==> config.mk <==
export PLATFORM = sky130hd
export DESIGN_NAME = wiper_ctrl_param
export DESIGN_NICKNAME = d
export VERILOG_FILES = /design/src/rtl/wiper_pkg.sv /design/src/rtl/wiper_ctrl_param_persist.sv /design/src/rtl/wiper_ctrl_param.sv
export SDC_FILE = /design/constraint.sdc
export NUM_CORES = 1
export LEC_CHECK = 0
export CAP_MARGIN = 20
export CORE_MARGIN = 3
export CORE_UTILIZATION = 43
export CTS_BUF_LIST = sky130_fd_sc_hd__clkbuf_8 sky130_fd_sc_hd__clkbuf_16
export DETAILED_ROUTE_END_ITERATION = 8
export PLACE_DENSITY = 0.66
export SYNTH_ARGS = -nofsm -noshare
export SYNTH_HDL_FRONTEND = slang
export SYNTH_SLANG_ARGS = --single-unit
==> constraint.sdc <==
create_clock -name clk_2 -period 4.2 [get_ports clk_2]
set_clock_uncertainty 0.2 [all_clocks]
set_input_delay 0.63 -clock clk_2 [delete_from_list [all_inputs] [get_ports clk_2]]
set_output_delay 0.63 -clock clk_2 [all_outputs]
set_load 0.02 [all_outputs]
==> src/rtl/wiper_pkg.sv <==
// Shared types and encodings for the parametrised wiper controller.
package wiper_pkg;

    typedef enum logic [1:0] {
        W_OFF  = 2'd0,
        W_SLOW = 2'd1,
        W_FAST = 2'd2
    } speed_t;

    typedef enum logic [1:0] {
        ST_OFF     = 2'd0,
        ST_SLOW    = 2'd1,
        ST_FAST    = 2'd2,
        ST_PARKING = 2'd3
    } wstate_t;

    localparam logic [1:0] MODE_AUTO = 2'b00;
    localparam logic [1:0] MODE_OFF  = 2'b01;
    localparam logic [1:0] MODE_SLOW = 2'b10;
    localparam logic [1:0] MODE_FAST = 2'b11;

endpackage

==> src/rtl/wiper_ctrl_param_persist.sv <==
// Level-to-target hysteresis: a level must persist for PERSIST_UP / PERSIST_DOWN
// ticks before the target follows it; forced modes set the target directly.
module wiper_persist
    import wiper_pkg::*;
#(
    parameter int PERSIST_UP   = 3,
    parameter int PERSIST_DOWN = 4
) (
    input  logic       clk_2,
    input  logic       reset,
    input  logic       tick,
    input  logic [1:0] mode,
    input  speed_t     level,
    output speed_t     target
);

    localparam int PMAX = (PERSIST_UP > PERSIST_DOWN) ? PERSIST_UP : PERSIST_DOWN;
    localparam int CNTW = (PMAX > 1) ? $clog2(PMAX + 1) : 1;
    localparam logic [CNTW-1:0] UP_LAST = CNTW'(PERSIST_UP - 1);
    localparam logic [CNTW-1:0] DN_LAST = CNTW'(PERSIST_DOWN - 1);

    logic [CNTW-1:0] up_cnt;
    logic [CNTW-1:0] down_cnt;

    always_ff @(posedge clk_2) begin
        if (!reset) begin
            target   <= W_OFF;
            up_cnt   <= '0;
            down_cnt <= '0;
        end else if (tick) begin
            unique case (mode)
                MODE_OFF: begin
                    target   <= W_OFF;
                    up_cnt   <= '0;
                    down_cnt <= '0;
                end
                MODE_SLOW: begin
                    target   <= W_SLOW;
                    up_cnt   <= '0;
                    down_cnt <= '0;
                end
                MODE_FAST: begin
                    target   <= W_FAST;
                    up_cnt   <= '0;
                    down_cnt <= '0;
                end
                default: begin
                    if (level > target) begin
                        down_cnt <= '0;
                        if (up_cnt == UP_LAST) begin
                            target <= level;
                            up_cnt <= '0;
                        end else begin
                            up_cnt <= up_cnt + 1'b1;
                        end
                    end else if (level < target) begin
                        up_cnt <= '0;
                        if (down_cnt == DN_LAST) begin
                            target   <= level;
                            down_cnt <= '0;
                        end else begin
                            down_cnt <= down_cnt + 1'b1;
                        end
                    end else begin
                        up_cnt   <= '0;
                        down_cnt <= '0;
                    end
                end
            endcase
        end
    end

endmodule

==> src/rtl/wiper_ctrl_param.sv <==
// Rain-sensing wiper controller: popcount, tick prescaler, hysteresis target,
// speed FSM and a modelled arm sweep that always parks at position 0.
module wiper_ctrl_param
    import wiper_pkg::*;
#(
    parameter int N_SENSORS    = 7,
    parameter int TICK_DIV     = 2,
    parameter int SLOW_TH      = 3,
    parameter int FAST_TH      = 5,
    parameter int PERSIST_UP   = 3,
    parameter int PERSIST_DOWN = 4,
    parameter int SWEEP_LEN    = 8
) (
    input  logic                           clk_2,
    input  logic                           reset,
    input  logic [N_SENSORS-1:0]           drops,
    input  logic [1:0]                     mode,
    output logic [1:0]                     speed,
    output logic                           parking,
    output logic                           parked,
    output logic [$clog2(SWEEP_LEN)-1:0]   sweep_pos,
    output logic                           sweep_done,
    output logic [$clog2(N_SENSORS+1)-1:0] drop_count,
    output logic                           tick
);

    // state | meaning
    // OFF     | motor stopped, arm held (parked when pos==0)
    // SLOW    | sweeping one position per tick
    // FAST    | sweeping two positions per tick
    // PARKING | finishing the sweep at park_spd until pos wraps to 0

    localparam int CW  = $clog2(N_SENSORS + 1);
    localparam int PW  = $clog2(SWEEP_LEN);
    localparam int PSW = (TICK_DIV > 1) ? $clog2(TICK_DIV) : 1;
    localparam logic [CW-1:0]  SLOW_TH_C = CW'(SLOW_TH);
    localparam logic [CW-1:0]  FAST_TH_C = CW'(FAST_TH);
    localparam logic [PSW-1:0] PRE_LAST  = PSW'(TICK_DIV - 1);
    localparam logic [PW:0]    SWEEP_END = (PW + 1)'(SWEEP_LEN);

    logic [PSW-1:0] pre_cnt;
    logic [CW-1:0]  pop;
    speed_t         level;
    speed_t         target;
    speed_t         park_spd;
    speed_t         park_spd_nxt;
    speed_t         speed_int;
    wstate_t        state;
    wstate_t        state_nxt;
    logic [PW:0]    pos_sum;
    logic [PW-1:0]  pos_nxt;

    // Prescaler
    assign tick = (pre_cnt == PRE_LAST);

    always_ff @(posedge clk_2) begin
        if (!reset) begin
            pre_cnt <= '0;
        end else if (tick) begin
            pre_cnt <= '0;
        end else begin
            pre_cnt <= pre_cnt + 1'b1;
        end
    end

    always_comb begin
        pop = '0;
        for (int i = 0; i < N_SENSORS; i++) begin
            pop = pop + CW'(drops[i]);
        end
    end

    always_ff @(posedge clk_2) begin
        if (!reset) begin
            drop_count <= '0;
        end else if (tick) begin
            drop_count <= pop;
        end
    end

    always_comb begin
        if (drop_count >= FAST_TH_C) begin
            level = W_FAST;
        end else if (drop_count >= SLOW_TH_C) begin
            level = W_SLOW;
        end else begin
            level = W_OFF;
        end
    end

    wiper_persist #(
        .PERSIST_UP   (PERSIST_UP),
        .PERSIST_DOWN (PERSIST_DOWN)
    ) u_persist (
        .clk_2  (clk_2),
        .reset  (reset),
        .tick   (tick),
        .mode   (mode),
        .level  (level),
        .target (target)
    );

    always_comb begin
        unique case (state)
            ST_SLOW:    speed_int = W_SLOW;
            ST_FAST:    speed_int = W_FAST;
            ST_PARKING: speed_int = park_spd;
            default:    speed_int = W_OFF;
        endcase
    end

    // Overshoot past the end snaps to 0 so the park position is never skipped.
    assign pos_sum = {1'b0, sweep_pos} + (PW + 1)'(speed_int);
    assign pos_nxt = (pos_sum >= SWEEP_END) ? '0 : pos_sum[PW-1:0];

    always_comb begin
        state_nxt    = state;
        park_spd_nxt = park_spd;
        if (tick) begin
            unique case (state)
                ST_OFF: begin
                    if (target == W_SLOW) begin
                        state_nxt = ST_SLOW;
                    end else if (target == W_FAST) begin
                        state_nxt = ST_FAST;
                    end
                end
                ST_SLOW: begin
                    if (target == W_FAST) begin
                        state_nxt = ST_FAST;
                    end else if (target == W_OFF) begin
                        state_nxt    = ST_PARKING;
                        park_spd_nxt = W_SLOW;
                    end
                end
                ST_FAST: begin
                    if (target == W_SLOW) begin
                        state_nxt = ST_SLOW;
                    end else if (target == W_OFF) begin
                        state_nxt    = ST_PARKING;
                        park_spd_nxt = W_FAST;
                    end
                end
                default: begin
                    if (target == W_SLOW) begin
                        state_nxt = ST_SLOW;
                    end else if (target == W_FAST) begin
                        state_nxt = ST_FAST;
                    end else if (pos_nxt == '0) begin
                        state_nxt = ST_OFF;
                    end
                end
            endcase
        end
    end

    always_ff @(posedge clk_2) begin
        if (!reset) begin
            state      <= ST_OFF;
            park_spd   <= W_OFF;
            sweep_pos  <= '0;
            sweep_done <= 1'b0;
        end else begin
            state      <= state_nxt;
            park_spd   <= park_spd_nxt;
            sweep_done <= tick && (sweep_pos != '0) && (pos_nxt == '0);
            if (tick) begin
                sweep_pos <= pos_nxt;
            end
        end
    end

    assign speed   = speed_int;
    assign parking = (state == ST_PARKING);
    assign parked  = (state == ST_OFF) && (sweep_pos == '0);

endmodule
==> flow_summary_export.csv <==
group,metric,value,unit
run_status,outcome,"completed",
cells_and_area,n_antenna_cell,0,
yosys,synth_area,1431,um^2
setup_path,worstPathArrival,3.21,ns
min_path,hold_class,"flip-flop to flip-flop",
clock_network,cts_setup_buffers,0,
sta,fin_tns_setup,0,ns
sta,maxSlewViolCount,0,
cells_and_area,area_growth,20.80,%
power,leakage,0.7222,nW
place,pre_cts_ws,0.7074,ns
clock_network,cts_inserted_buffers,3,
setup_path,endpoint_kind,"flip-flop",
detailed_routing,drcViolationCount,0,
global_route,grtUsageMet3,0.04278,
yosys,async_flop_share,0,
setup_path,cp-start-kind,"input port",
place,placed_cells,227,
clock_network,cts_tree,"built",
global_route,globalRouteOverflowTotal,0,
job,cap_violations,0,
cells_and_area,final_util,0.5573,
floorplan,core,3103,um^2
sta,period_minus_slack,3.201,ns
clock_network,hold_buffers,0,
detailed_routing,via_count,1154,
yosys,seq_area_frac_synth,0.2797,
floorplan,pin_count,23,
global_route,grt_pass1_vias,1170,
place,routabilityCongestion,0.7639,
global_route,top_usage_layer,"met2",
power,ir_drop,202.2,uV
sta,period_share,0.7621,
sta,fin_ws,0.9991,ns
yosys,yosysWarnings,0,
setup_path,cp_max_fo,1,
place,dp_hpwl,2021,um
sta,max_freq,0.3124,GHz
sta,slew_headroom,0.5113,
clock_network,ctsResizeCount,0,
setup_path,cp_top_family,"adder cells",
floorplan,dieHeight,63.70,um
sta,rsz0062_at_grt,"false",
yosys,synthCells,167,
floorplan,start_util,0.4613,
yosys,synth.distinct_cells,42,
global_route,grt_pass1_wl,4871,um
clock_network,clk_latency,0.26,ns
cells_and_area,finish.net_count,216,
global_route,antenna_found_initial,0,
yosys,syn-num-nets,195,
sta,timing_worst_slew_pin_value,0.7308,ns
yosys,yosys-top-cells-area,"dfxtp_1 28%, ha_1 10%, fa_1 7.0%",
detailed_routing,first_iter_violations,47,
yosys,ys_seq_elements,20,
global_route,met1_usage,0.1641,
detailed_routing,wl_per_cell,11.67,um
detailed_routing,drt-pass1-iter-count,3,
setup_path,slowest_delay,0.54,ns
clock_network,clock-root-buffer,"clkbuf_8",
sta,final_hold_viol_count,0,
clock_network,numClockSinks,20,
power,powerDensity,272.6,nW/um^2
detailed_routing,ant_nets,0,
global_route,grt_max_degree,32,
yosys,synth-edff-count,0,
detailed_routing,routed_wl,2696,um
setup_path,critPathBufInv,4,
clock_network,htreeDepth,1,
setup_path,critPathKind,"input port to flip-flop",
clock_network,cts_max_path_buffers,2,
yosys,synth_area_per_cell,8.571,um^2
global_route,grt_use_total,0.1479,
yosys,synth_top_cell_by_area,"dfxtp_1",
setup_path,required,4.21,ns
setup_path,cp_common_cell,"fa_1",
floorplan,chipWidth,63.70,um
setup_path,path_cells,"clkdlybuf4s50_1 -> fa_1 -> inv_1 -> fa_1 -> inv_1 -> fa_1 -> inv_1 -> fa_1 -> nand2_1 -> o211a_1",
cells_and_area,fillers,306,
global_route,use_met2,0.2686,
detailed_routing,via_per_inst,4.996,
yosys,synth_top_area_frac,0.2797,
sta,setup_viol,0,
cells_and_area,drive_above_1_share,0.06417,
cells_and_area,instances_no_fill,231,
floorplan,rows,20,
setup_path,slowest_stage,"fa_1",
clock_network,path_clk_slew,0.07,ns
floorplan,die-area,4057,um^2
place,io_buffer_count,22,
yosys,ys.flop_type,"dfxtp_1",
power by group:
group          total, mW  switching, mW  leakage, nW  internal (mW)
logic              0.116         0.0588        0.531         0.0573
registers          0.208         0.0107        0.162          0.197
clock network      0.148         0.0642       0.0288         0.0835
tightest hold or removal path, stage by stage (launching register included):
cell and delay [ns]:
dfxtp_1 0.32, inv_1 0.05, a21oi_1 0.05
cells in the mapped netlist, types with 2 or more instances:
library cell   n
dfxtp_1       20
nor2b_1        8
nor2_1         6
fa_1           5
inv_1         22
o21ai_0        8
nand4b_1       2
and2_1         2
buf_4          3
mux2i_1        4
ha_1          12
and3b_1        2
a21boi_0       5
nor3b_1        4
a21oi_1       10
nand2b_1       5
o211a_1        2
o21a_1         5
nand3_1        3
clkbuf_1       2
nand2_1       14
buf_2          2
o31ai_1        2
metal layers:
| metal | wire length [um] | part of all wire |
|---|---|---|
| met4 | 30 | 0.011 |
| met5 | 0 | 0 |
| met2 | 1372 | 0.51 |
| met3 | 90 | 0.033 |
| met1 | 1203 | 0.45 |
logic make-up after synthesis:
group,share of synthesized area
buffers and inverters,0.08567
XOR/XNOR,0.006120
AND/OR/NAND/NOR,0.2124
AO/OA/AOI/OAI,0.2054
flip-flops,0.2797
multiplexers,0.03584
adder cells (fa/ha/maj),0.1748
registers in the layout (all words and copies together) (netlist names):
signal	cells
tick	1
drop_count	3
u_persist.down_cnt	3
state	2
sweep_done	1
u_persist.up_cnt	3
park_spd	2
u_persist.target	2
sweep_pos	3
final timing paths:
| kind | start | to | slack (ns) | cells past startpoint |
|---|---|---|---|---|
| min reg2reg | park_spd[1] | park_spd[1] | 0.25 | 2 |
| max | drops[0] | drop_count[1] | 1.0 | 10 |
| min | park_spd[1] | park_spd[1] | 0.25 | 2 |
| max reg2reg | state[0] | state[0] | 1.77 | 9 |
cell usage in the layout (no fill, tap or decap), types with 2 or more instances in the layout:
cell type         n
a21boi_0          5
a21oi_1          10
and2_1            2
and3b_1           2
clkbuf_8          4
clkdlybuf4s50_1  22
dfxtp_1          20
fa_1              5
ha_1             12
inv_1            22
mux2i_1           4
nand2_1          14
nand2b_1          5
nand3_1           3
nand4b_1          2
nor2_1            6
nor2b_1           8
nor3b_1           4
o211a_1           2
o21a_1            5
o21ai_0           8
o31ai_1           2
per-stage QoR:
stage	hold slack (ns)	area (um^2)	power, mW
6_report	0.2489	1729	0.4713
5_1_grt	0.2776	1729	0.5023
4_1_cts	0.2564	1729	0.4784
3_5_place_dp	0.2454	1674	0.3278
3_3_place_gp	0.2355	1674	0.3238
2_1_floorplan	0.2180	1431	0.2898
layout make-up:
type | instances | area [um^2] | share of cell area
Multi-Input combinational cell | 118 | 908.4 | 0.5253
Sequential cell | 20 | 400.4 | 0.2315
Timing Repair Buffer | 23 | 227.7 | 0.1317
Inverter | 22 | 82.58 | 0.04776
Clock buffer | 4 | 55.05 | 0.03184
Tap cell | 44 | 55.05 | 0.03184
No activity file was read; power rests on OpenSTA's default activity.
